$ cat config.mk
export PLATFORM = sky130hd
export DESIGN_NAME = adder_rr_arbiter
export DESIGN_NICKNAME = d
export VERILOG_FILES = /design/src/rtl/adder_arb_pkg.sv /design/src/rtl/rr_priority_picker.sv /design/src/rtl/adder_rr_arbiter.sv
export SDC_FILE = /design/constraint.sdc
export NUM_CORES = 1
export LEC_CHECK = 0
export CORE_UTILIZATION = 30
export CTS_CLUSTER_DIAMETER = 80
export DETAILED_ROUTE_END_ITERATION = 10
export PLACE_DENSITY = 0.67
export SLEW_MARGIN = 10
export SYNTH_ARGS = -nofsm -noshare
export SYNTH_HDL_FRONTEND = slang
export SYNTH_HIERARCHICAL = 1
export SYNTH_SLANG_ARGS = --single-unit
$ cat constraint.sdc
create_clock -name clk -period 6 [get_ports clk]
set_input_delay 1.2 -clock clk [delete_from_list [all_inputs] [get_ports clk]]
set_output_delay 1.2 -clock clk [all_outputs]
set_load 0.005 [all_outputs]
$ cat src/rtl/adder_arb_pkg.sv
// Shared types, defaults and adder arithmetic for adder_rr_arbiter.
package adder_arb_pkg;

  typedef enum logic {
    EMPTY = 1'b0,
    FULL  = 1'b1
  } arb_state_t;

  localparam int unsigned DEF_NUM_REQ = 4;
  localparam int unsigned DEF_WIDTH   = 32;
  localparam int unsigned MAX_WIDTH   = 64;

  typedef struct packed {
    logic                 ovf;
    logic                 cout;
    logic [MAX_WIDTH-1:0] sum;
  } add_res_t;

  // Add two w-bit operands held zero-extended in MAX_WIDTH containers.
  // Caller keeps only sum[w-1:0]; bits above may hold the carry.
  function automatic add_res_t add_calc(input logic [MAX_WIDTH-1:0] a,
                                        input logic [MAX_WIDTH-1:0] b,
                                        input logic                 cin,
                                        input int unsigned          w);
    logic [MAX_WIDTH:0] full;
    logic [6:0]         wi;
    logic [5:0]         wm;
    add_res_t           r;
    wi     = w[6:0];
    wm     = 6'(w - 1);
    full   = {1'b0, a} + {1'b0, b} + {{MAX_WIDTH{1'b0}}, cin};
    r.sum  = full[MAX_WIDTH-1:0];
    r.cout = full[wi];
    r.ovf  = (a[wm] == b[wm]) && (full[{1'b0, wm}] != a[wm]);
    return r;
  endfunction

endpackage

$ cat src/rtl/rr_priority_picker.sv
// Combinational round-robin picker: first valid requester at or after i_ptr.
module rr_priority_picker #(
  parameter int unsigned NUM_REQ = 4,
  parameter int unsigned ID_W    = $clog2(NUM_REQ)
) (
  input  logic [NUM_REQ-1:0] i_valid,
  input  logic [ID_W-1:0]    i_ptr,
  input  logic               i_enable,
  output logic [NUM_REQ-1:0] o_grant,
  output logic [ID_W-1:0]    o_winner,
  output logic               o_found
);

  localparam logic [ID_W:0] NR = (ID_W + 1)'(NUM_REQ);

  logic [2*NUM_REQ-1:0] w_rot;
  logic [NUM_REQ-1:0]   w_scan;
  logic [ID_W:0]        w_cnt;
  logic [ID_W:0]        w_off;
  logic [ID_W:0]        w_sum;

  // Rotating the doubled vector puts requester i_ptr at bit 0.
  assign w_rot = {i_valid, i_valid} >> i_ptr;

  // Find offset of first valid bit, then map back to an absolute index.
  always_comb begin
    o_found = 1'b0;
    w_off   = '0;
    w_cnt   = '0;
    w_scan  = w_rot[NUM_REQ-1:0];
    for (int unsigned k = 0; k < NUM_REQ; k++) begin
      if (!o_found && w_scan[0]) begin
        o_found = 1'b1;
        w_off   = w_cnt;
      end
      w_scan = w_scan >> 1;
      w_cnt  = w_cnt + 1'b1;
    end
    w_sum = {1'b0, i_ptr} + w_off;
    if (w_sum >= NR) w_sum = w_sum - NR;
    o_winner = w_sum[ID_W-1:0];
  end

  // One-hot grant only when the downstream can take a result.
  always_comb begin
    o_grant = '0;
    if (o_found && i_enable) o_grant = NUM_REQ'(1) << o_winner;
  end

endmodule

$ cat src/rtl/adder_rr_arbiter.sv
// Round-robin shared 32-bit adder with a single-entry response register.
// Optional macro ADDER_ARB_STATS_EN adds the stat_grants transfer counter.
module adder_rr_arbiter
  import adder_arb_pkg::*;
#(
  parameter int unsigned NUM_REQ = DEF_NUM_REQ,
  parameter int unsigned WIDTH   = DEF_WIDTH,
  parameter int unsigned ID_W    = $clog2(NUM_REQ)
) (
  input  logic                     clk,
  input  logic                     rst_n,
  input  logic [NUM_REQ-1:0]       req_valid,
  output logic [NUM_REQ-1:0]       req_ready,
  input  logic [NUM_REQ*WIDTH-1:0] req_a,
  input  logic [NUM_REQ*WIDTH-1:0] req_b,
  input  logic [NUM_REQ-1:0]       req_cin,
  output logic                     rsp_valid,
  input  logic                     rsp_ready,
  output logic [ID_W-1:0]          rsp_id,
  output logic [WIDTH-1:0]         rsp_sum,
  output logic                     rsp_cout,
  output logic                     rsp_overflow
`ifdef ADDER_ARB_STATS_EN
  ,
  output logic [31:0]              stat_grants
`endif
);

  localparam logic [ID_W:0] NR = (ID_W + 1)'(NUM_REQ);

  arb_state_t       r_state;
  arb_state_t       w_state_nxt;
  logic [ID_W-1:0]  r_ptr;
  logic [ID_W-1:0]  r_id;
  logic [WIDTH-1:0] r_sum;
  logic             r_cout;
  logic             r_ovf;

  logic             w_can_accept;
  logic             w_found;
  logic             w_xfer;
  logic [ID_W-1:0]  w_winner;
  logic [ID_W:0]    w_inc;
  logic [ID_W-1:0]  w_ptr_nxt;
  logic [WIDTH-1:0] w_a_arr [NUM_REQ];
  logic [WIDTH-1:0] w_b_arr [NUM_REQ];
  logic [WIDTH-1:0] w_a;
  logic [WIDTH-1:0] w_b;
  logic             w_cin;
  add_res_t         w_res;

  assign w_can_accept = (r_state == EMPTY) || rsp_ready;

  rr_priority_picker #(
    .NUM_REQ (NUM_REQ),
    .ID_W    (ID_W)
  ) u_picker (
    .i_valid  (req_valid),
    .i_ptr    (r_ptr),
    .i_enable (w_can_accept),
    .o_grant  (req_ready),
    .o_winner (w_winner),
    .o_found  (w_found)
  );

  assign w_xfer = w_found && w_can_accept;

  for (genvar g = 0; g < NUM_REQ; g++) begin : g_slice
    assign w_a_arr[g] = req_a[g*WIDTH +: WIDTH];
    assign w_b_arr[g] = req_b[g*WIDTH +: WIDTH];
  end

  assign w_a   = w_a_arr[w_winner];
  assign w_b   = w_b_arr[w_winner];
  assign w_cin = req_cin[w_winner];
  assign w_res = add_calc(MAX_WIDTH'(w_a), MAX_WIDTH'(w_b), w_cin, WIDTH);

  // Pointer advances to the slot after the winner, wrapping at NUM_REQ.
  always_comb begin
    w_inc     = {1'b0, w_winner} + 1'b1;
    w_ptr_nxt = w_inc[ID_W-1:0];
    if (w_inc >= NR) w_ptr_nxt = '0;
  end

  // State register.
  always_ff @(posedge clk or negedge rst_n) begin
    if (!rst_n) r_state <= EMPTY;
    else        r_state <= w_state_nxt;
  end

  // Next state: fill on transfer, drain when consumed with no refill.
  always_comb begin
    w_state_nxt = r_state;
    case (r_state)
      EMPTY:   if (w_xfer) w_state_nxt = FULL;
      FULL:    if (rsp_ready && !w_xfer) w_state_nxt = EMPTY;
      default: w_state_nxt = EMPTY;
    endcase
  end

  // Response register and round-robin pointer update on each transfer.
  always_ff @(posedge clk or negedge rst_n) begin
    if (!rst_n) begin
      r_sum  <= '0;
      r_id   <= '0;
      r_cout <= 1'b0;
      r_ovf  <= 1'b0;
      r_ptr  <= '0;
    end else if (w_xfer) begin
      r_sum  <= w_res.sum[WIDTH-1:0];
      r_id   <= w_winner;
      r_cout <= w_res.cout;
      r_ovf  <= w_res.ovf;
      r_ptr  <= w_ptr_nxt;
    end
  end

  assign rsp_valid    = (r_state == FULL);
  assign rsp_id       = r_id;
  assign rsp_sum      = r_sum;
  assign rsp_cout     = r_cout;
  assign rsp_overflow = r_ovf;

`ifdef ADDER_ARB_STATS_EN
  logic [31:0] r_stat;

  // Free-running count of accepted requests.
  always_ff @(posedge clk or negedge rst_n) begin
    if (!rst_n)      r_stat <= '0;
    else if (w_xfer) r_stat <= r_stat + 32'd1;
  end

  assign stat_grants = r_stat;
`endif

endmodule

Word-level counts from Yosys, hierarchy flattened
Index checks and enable logic that the tools add are counted.
Cells by class
  shift-type cells: 2
  reductions and logical operators: 11
  multiplexer cells: 21
  equality and inequality tests: 2
  order comparisons: 4
  add/sub/neg operators: 5
  bitwise gates (word level): 2
Operator list (number)
  $bmux 32 s2: 2
  $mux 32: 4
  $add 32x32->33: 1
  $add 33x1->33: 1
  $ge 3x3->1 const B: 3
  $mux 1: 8
  $shr 8x2->4: 1
  $logic_and 1x1->1: 6
  $mux 3: 2
  $logic_not 1->1: 4
  $mux 2: 2
  $mux 4: 1
  $shl 1x2->4 const A: 1
  $add 2x1->3 const B: 1
  $add 2x3->3: 1
  $lt 2x3->1 const B: 1
  $not 2->3: 1
  $bmux 1 s2: 1
  $pmux 1 s2: 1
  $sub 2x1->2 const B: 1
  $eq 1x1->1: 1
  $logic_or 1x1->1: 1
  $ne 1x1->1: 1
  $not 1->1: 1
Word-level totals
  output and inout bits: 41
  register bits: 39
  input bits: 267
  logic and storage cells: 53

Longest topological paths before layout
  word-level depth: 22
  depth in mapped cells: 21
  gate-level depth less buffers: 19

Hierarchy
The synthesis kept the hierarchy.
By module, submodules not included
  adder_rr_arbiter: sequential area each 975.9 µm², cells each 483, instances 1, area an instance 4817.1 µm²
  rr_priority_picker: sequential area each 0.0 µm², cells each 39, instances 1, area an instance 284.0 µm²

Least setup slack after synthesis
OpenSTA, ideal clock, no wires.
  kind: input port to flip-flop
  start: input port req_valid[2]
  end: register r_sum[26], in the netlist rsp_sum[26]
  required time: 5870 ps
  buffers on the path: 3
  stages on the path: 18
  slack: 777 ps
  library setup time: 130 ps
  arrival: 5093 ps
  cell sequence: buf_2 -> o21a_1 -> a21oi_1 -> o211ai_1 -> ha_1 -> xnor2_1 -> xnor2_1 -> clkbuf_1 -> buf_1 -> mux4_2 -> ha_1 -> a21oi_1 -> nand3_1 -> o2111ai_4 -> o21ai_4 -> a221oi_1 -> xnor2_1 -> o21ai_1
On the way
  cells in the longest elaborated chain, start to end: 20
  elaborated cells between the ends (all ways): 30
  classes of those cells: 4 x add/sub; 1 x order compare; 1 x shift; 16 x mux; 1 x bitwise; 7 x reduce/logical
Ends and longest elaborated chain
  start, declared: RTL line adder_rr_arbiter.sv:12  | input logic [NUM_REQ-1:0] req_valid,
  $shr 8x2->4 (*): RTL line rr_priority_picker.sv:23  | assign w_rot = {i_valid, i_valid} >> i_ptr;
  $mux 1: RTL line rr_priority_picker.sv:32  | if (!o_found && w_scan[0]) begin
  $logic_not 1->1: RTL line rr_priority_picker.sv:32
  $logic_and 1x1->1: RTL line rr_priority_picker.sv:32
  $mux 1: RTL line rr_priority_picker.sv:32
  $logic_not 1->1: RTL line rr_priority_picker.sv:32
  $logic_and 1x1->1: RTL line rr_priority_picker.sv:32
  $mux 1: RTL line rr_priority_picker.sv:32
  (+4 left out)
  $ge 3x3->1 or $sub 2x1->2 (tied branches): RTL line rr_priority_picker.sv:40  | if (w_sum >= NR) w_sum = w_sum - NR;
  $mux 2 (*): RTL line rr_priority_picker.sv:40
  net w_winner[1]: RTL line adder_rr_arbiter.sv:42  | logic [ID_W-1:0] w_winner;
  $not 2->3 (implied by the code): RTL line adder_rr_arbiter.sv:73, adder_rr_arbiter.sv:74
  $bmux 32 s2, on equally long branches: RTL line adder_rr_arbiter.sv:73, adder_rr_arbiter.sv:74
  $mux 32, on equally long branches (2 in series): RTL line adder_rr_arbiter.sv:73, adder_rr_arbiter.sv:74
  $add 32x32->33: RTL line adder_arb_pkg.sv:31  | full = {1'b0, a} + {1'b0, b} + {{MAX_WIDTH{1'b0}}, cin};
  $add 33x1->33 (*): RTL line adder_arb_pkg.sv:31
  end signal, assigned: RTL line adder_rr_arbiter.sv:110  | r_sum <= w_res.sum[WIDTH-1:0];
  end, declared: RTL line adder_rr_arbiter.sv:35  | logic [WIDTH-1:0] r_sum;
The timed path passes the listed nets; every way through them passes the cells marked *. The select of a mux whose other input is x is not followed.
A chain may end at the register's enable or synchronous reset.

Final worst setup path
  start: input port req_valid[2]
  end: register r_cout, in the netlist rsp_cout
On the way
  cells in the longest elaborated chain, start to end: 20
  elaborated cells between the ends (all ways): 30
  classes of those cells: 4 x add/sub; 1 x order compare; 1 x shift; 16 x mux; 1 x bitwise; 7 x reduce/logical
Ends and longest elaborated chain
  $shr 8x2->4 (*): RTL line rr_priority_picker.sv:23
  $mux 1: RTL line rr_priority_picker.sv:32
  $logic_not 1->1: RTL line rr_priority_picker.sv:32
  $logic_and 1x1->1: RTL line rr_priority_picker.sv:32
  $mux 1: RTL line rr_priority_picker.sv:32
  $logic_not 1->1: RTL line rr_priority_picker.sv:32
  $logic_and 1x1->1: RTL line rr_priority_picker.sv:32
  $mux 1: RTL line rr_priority_picker.sv:32
  (+4 left out)
  $ge 3x3->1 or $sub 2x1->2 (tied branches): RTL line rr_priority_picker.sv:40
  $mux 2 (*): RTL line rr_priority_picker.sv:40
  net w_winner[1]: RTL line adder_rr_arbiter.sv:42
  $not 2->3 (implied by the code): RTL line adder_rr_arbiter.sv:73, adder_rr_arbiter.sv:74
  $bmux 32 s2, on equally long branches: RTL line adder_rr_arbiter.sv:73, adder_rr_arbiter.sv:74
  $mux 32, on equally long branches (2 in series): RTL line adder_rr_arbiter.sv:73, adder_rr_arbiter.sv:74
  $add 32x32->33: RTL line adder_arb_pkg.sv:31
  $add 33x1->33 (*): RTL line adder_arb_pkg.sv:31
  end signal, assigned: RTL line adder_rr_arbiter.sv:112  | r_cout <= w_res.cout;
  end, declared: RTL line adder_rr_arbiter.sv:36  | logic r_cout;
Marked as above.

==> reports/qor.tcl <==
set qor(timing.final.hold_violations) 0
set qor(ys_types) 60
set qor(max_clock_skew_ns) 0.00786
set qor(first_iter_violations) 264
set qor(crit_buf_inv) 3
set qor(finish.net_count) 1115
set qor(timing.final.crit_share) 0.931
set qor(yosysMostFrequentCell) {sky130_fd_sc_hd__nand2_1}
set qor(worst_slew_margin_rel) 0.335
set qor(worstSetupStartpointType) {input port}
set qor(antenna_violating_nets_post_route) 0
set qor(ys_warn_count) 6
set qor(r2r_cells) 18
set qor(die-width_um) 132
set qor(vias_per_cell) 5.19
set qor(synth-seq-area-share) 0.191
set qor(first_global_vias) 5423
set qor(synthTopCellsByArea) {sky130_fd_sc_hd__mux4_2 (29%), sky130_fd_sc_hd__dfrtp_1 (19%), sky130_fd_sc_hd__ha_1 (8.1%), sky130_fd_sc_hd__nand2_1 (5.4%), sky130_fd_sc_hd__o21ai_0 (4.1%)}
set qor(synth_enable_flop_cells) 0
set qor(fmax_ghz) 0.179
set qor(syn-cell-area_um2) 5100
set qor(yosysTopAreaCellShare) 0.287
set qor(grt_util_met1) 0.246
set qor(postSynth.asyncResetShare) 1.00
set qor(crit_path_end_kind) {flop}
set qor(worst_hold_slack_ns) 0.474
set qor(routed_wire_length_per_instance_um) 16.7
set qor(timing.setup.tns_ns) 0
set qor(num_rows) 47
set qor(maximum_number_of_pins_on_one_net_before_global_route_repair) 40
set qor(layout-drive-gt1-share) 0.120
set qor(area.sequential_um2) 976
set qor(unrepaired_setup_endpoints_after_global_routing) {no}
set qor(setup-violations-final) 0
set qor(critical_path.cell_chain) {clkdlybuf4s50_1, nand2b_1, o22ai_1, nand2_1, o211ai_1, ha_4, xnor2_1, xnor2_2, mux4_2, inv_1, fa_1, inv_1, fa_1, a21oi_1, o211ai_2, o2111ai_4, o21ai_4, a41oi_4, o41ai_1, o21a_1}
set qor(drt_pre_antenna_iters) 7
set qor(worst_setup_hold_path_clk_slew_ns) 0.06
set qor(multi_input_comb_area_um2) 3950
set qor(critPathMaxFanout) 9
set qor(period_needed_ns) 5.59
set qor(grt_use_met3) 0.0265
set qor(clock-root-buffer) {sky130_fd_sc_hd__clkbuf_16}
set qor(grt_util_all_layers) 0.197
set qor(cts_setup_buffers) 0
set qor(top_family_by_delay_on_critical_path) {compound AO/OA/AOI/OAI gates}
set qor(syn_inst) 522
set qor(antenna_cells_inserted) 0
set qor(global_route.peak_usage_layer) {met2}
set qor(dp_cells) 1026
set qor(floorplan.die.height_um) 132
set qor(floorplan.die_area_um2) 17500
set qor(setup.worst_path.class) {input port to flop}
set qor(critical_path_cell_count) 20
set qor(worstHoldPathType) {flop to flop}
set qor(total_number_of_vias) 5364
set qor(syn_nets) 824
set qor(tritoncts.num_buffers) 5
set qor(worstMarginPinSlew_ns) 0.998
set qor(count_of_buffers_from_port_buffering) 307
set qor(detailedPlacementHpwl_um) 14600
set qor(cts_hold_repair.buffers) 0
set qor(num_io_pins) 308
set qor(holdPathStages) 2
set qor(tritoncts_clock_tree) {built}
set qor(area.growth.synth_to_final_pct) 68.3
set qor(ctsLongestPathBuffers) 2
set qor(post_cts.resized_instances) 0
set qor(clk_sink_count) 39
set qor(ctsHtreeMaxLevel) 2
set qor(grt_pass1_wl_um) 27300
set qor(arrival_ns) 5.80
set qor(grt_antenna_before_repair) 0
set qor(drc) 0
set qor(worst-endpoint-required_ns) 6.21
set qor(drt-total-wl_um) 17300
set qor(final_cells) 1034
set qor(worst_path_largest_cell_delay_ns) 0.64
set qor(grt.met2_usage) 0.351
set qor(timing_max_transition_violations_final) 0
set qor(post-synth-top-area-cell) {sky130_fd_sc_hd__mux4_2}
set qor(synthesis.area_per_instance_um2) 9.77
set qor(place_congestion) 0.812
set qor(placeableCoreArea_um2) 16600
set qor(run_status) {completed}
set qor(initial_utilization) 0.308
set qor(maxCapViolCount) 0
set qor(grt_overflow) 0
set qor(number_of_storage_elements_in_the_synthesis_netlist) 39
set qor(clock_network_latency_to_the_later_pin_of_the_worst_skew_pair_ns) 0.28
set qor(timing.critical_path.slowest_stage_cell) {sky130_fd_sc_hd__clkdlybuf4s50_1}
set qor(synth_flop_cell) {sky130_fd_sc_hd__dfrtp_1}
set qor(n_fill_cell) 1551
set qor(ys_top_cells_by_count) {sky130_fd_sc_hd__nand2_1 (74), sky130_fd_sc_hd__mux4_2 (65), sky130_fd_sc_hd__o21ai_0 (42), sky130_fd_sc_hd__dfrtp_1 (39), sky130_fd_sc_hd__a21oi_1 (37)}
## cell families (layout without fill, tap and decap cells)
logic type | count (synthesis) | in the layout | share of synthesized area
and+or+nand+nor | 159 | 159 | 0.146
AOI/OAI and AO/OA | 147 | 147 | 0.196
muxes | 70 | 70 | 0.297
buffers and inverters | 48 | 340 | 0.0392
DFF | 39 | 39 | 0.191
adders and majority gates | 35 | 35 | 0.0888
xor gates and xnor gates | 24 | 24 | 0.0412
## registers in the layout (all words and copies together), names as in the netlist
register,cells
rsp_id,2
rsp_overflow,1
rsp_valid,1
rsp_cout,1
r_ptr,2
rsp_sum,32
## cells in the final DEF (no fill, tap or decap), drive strengths merged, types with 2 or more instances in the layout
cell	n
clkdlybuf4s50	306
nand2	74
mux4	65
o21ai	48
dfrtp	39
a21oi	37
ha	33
nor2	24
buf	14
nand2b	13
xor2	13
inv	12
nand4	11
xnor2	11
nand3	10
o211ai	9
o21a	7
clkbuf	7
nor3	6
a31oi	6
o31ai	6
nor2b	6
mux2i	5
a21o	4
o21bai	4
and2	3
a211oi	3
o22ai	3
o41ai	2
nor3b	2
and3	2
a221o	2
and3b	2
a211o	2
fa	2
o22a	2
a22oi	2
o311ai	2
or4	2
## routing by layer
layer	up-vias	share of wire
li1	2609	-
met1	2526	0.41
met2	205	0.51
met3	24	0.058
met4	0	0.024
met5	-	0
## final cells by class
| type | count | share of cell area |
|---|---|---|
| Clock buffer | 7 | 0.0154 |
| Timing Repair Buffer | 320 | 0.373 |
| Sequential cell | 39 | 0.114 |
| Clock inverter | 1 | 0.000583 |
| Inverter | 12 | 0.00525 |
| Tap cell | 220 | 0.0321 |
| Multi-Input combinational cell | 435 | 0.460 |
## stage by stage
step                area [um2]  utilization  setup WS [ns]
floorplan                 5100            -          0.777
global placement          8450        0.509          0.264
detailed placement        8450        0.509          0.166
CTS                       8580        0.518          0.451
global route              8580        0.518          0.108
finish                    8580        0.518          0.413
## worst paths after layout
check	start	endpoint	slack [ns]
worst max-delay path	req_valid[2]	rsp_cout$_DFFE_PN0P_	0.41
worst min register to register	rsp_sum[5]$_DFFE_PN0P_	rsp_sum[5]$_DFFE_PN0P_	0.47
worst min-delay path	rsp_sum[5]$_DFFE_PN0P_	rsp_sum[5]$_DFFE_PN0P_	0.47
max in group asynchronous	rst_n	rsp_sum[9]$_DFFE_PN0P_	4.28
min in group asynchronous	rst_n	rsp_sum[0]$_DFFE_PN0P_	1.09
worst max register to register	r_ptr[0]$_DFFE_PN0P_	rsp_cout$_DFFE_PN0P_	1.44
## tightest hold or removal path, cell delays in order (launching register included)
cell	delay [ns]
sky130_fd_sc_hd__dfrtp_1	0.34
sky130_fd_sc_hd__nand2_1	0.05
sky130_fd_sc_hd__o31ai_1	0.05
Power is not shown: default switching activity piles up to over one toggle a cycle in this logic, so the estimate is an artifact.
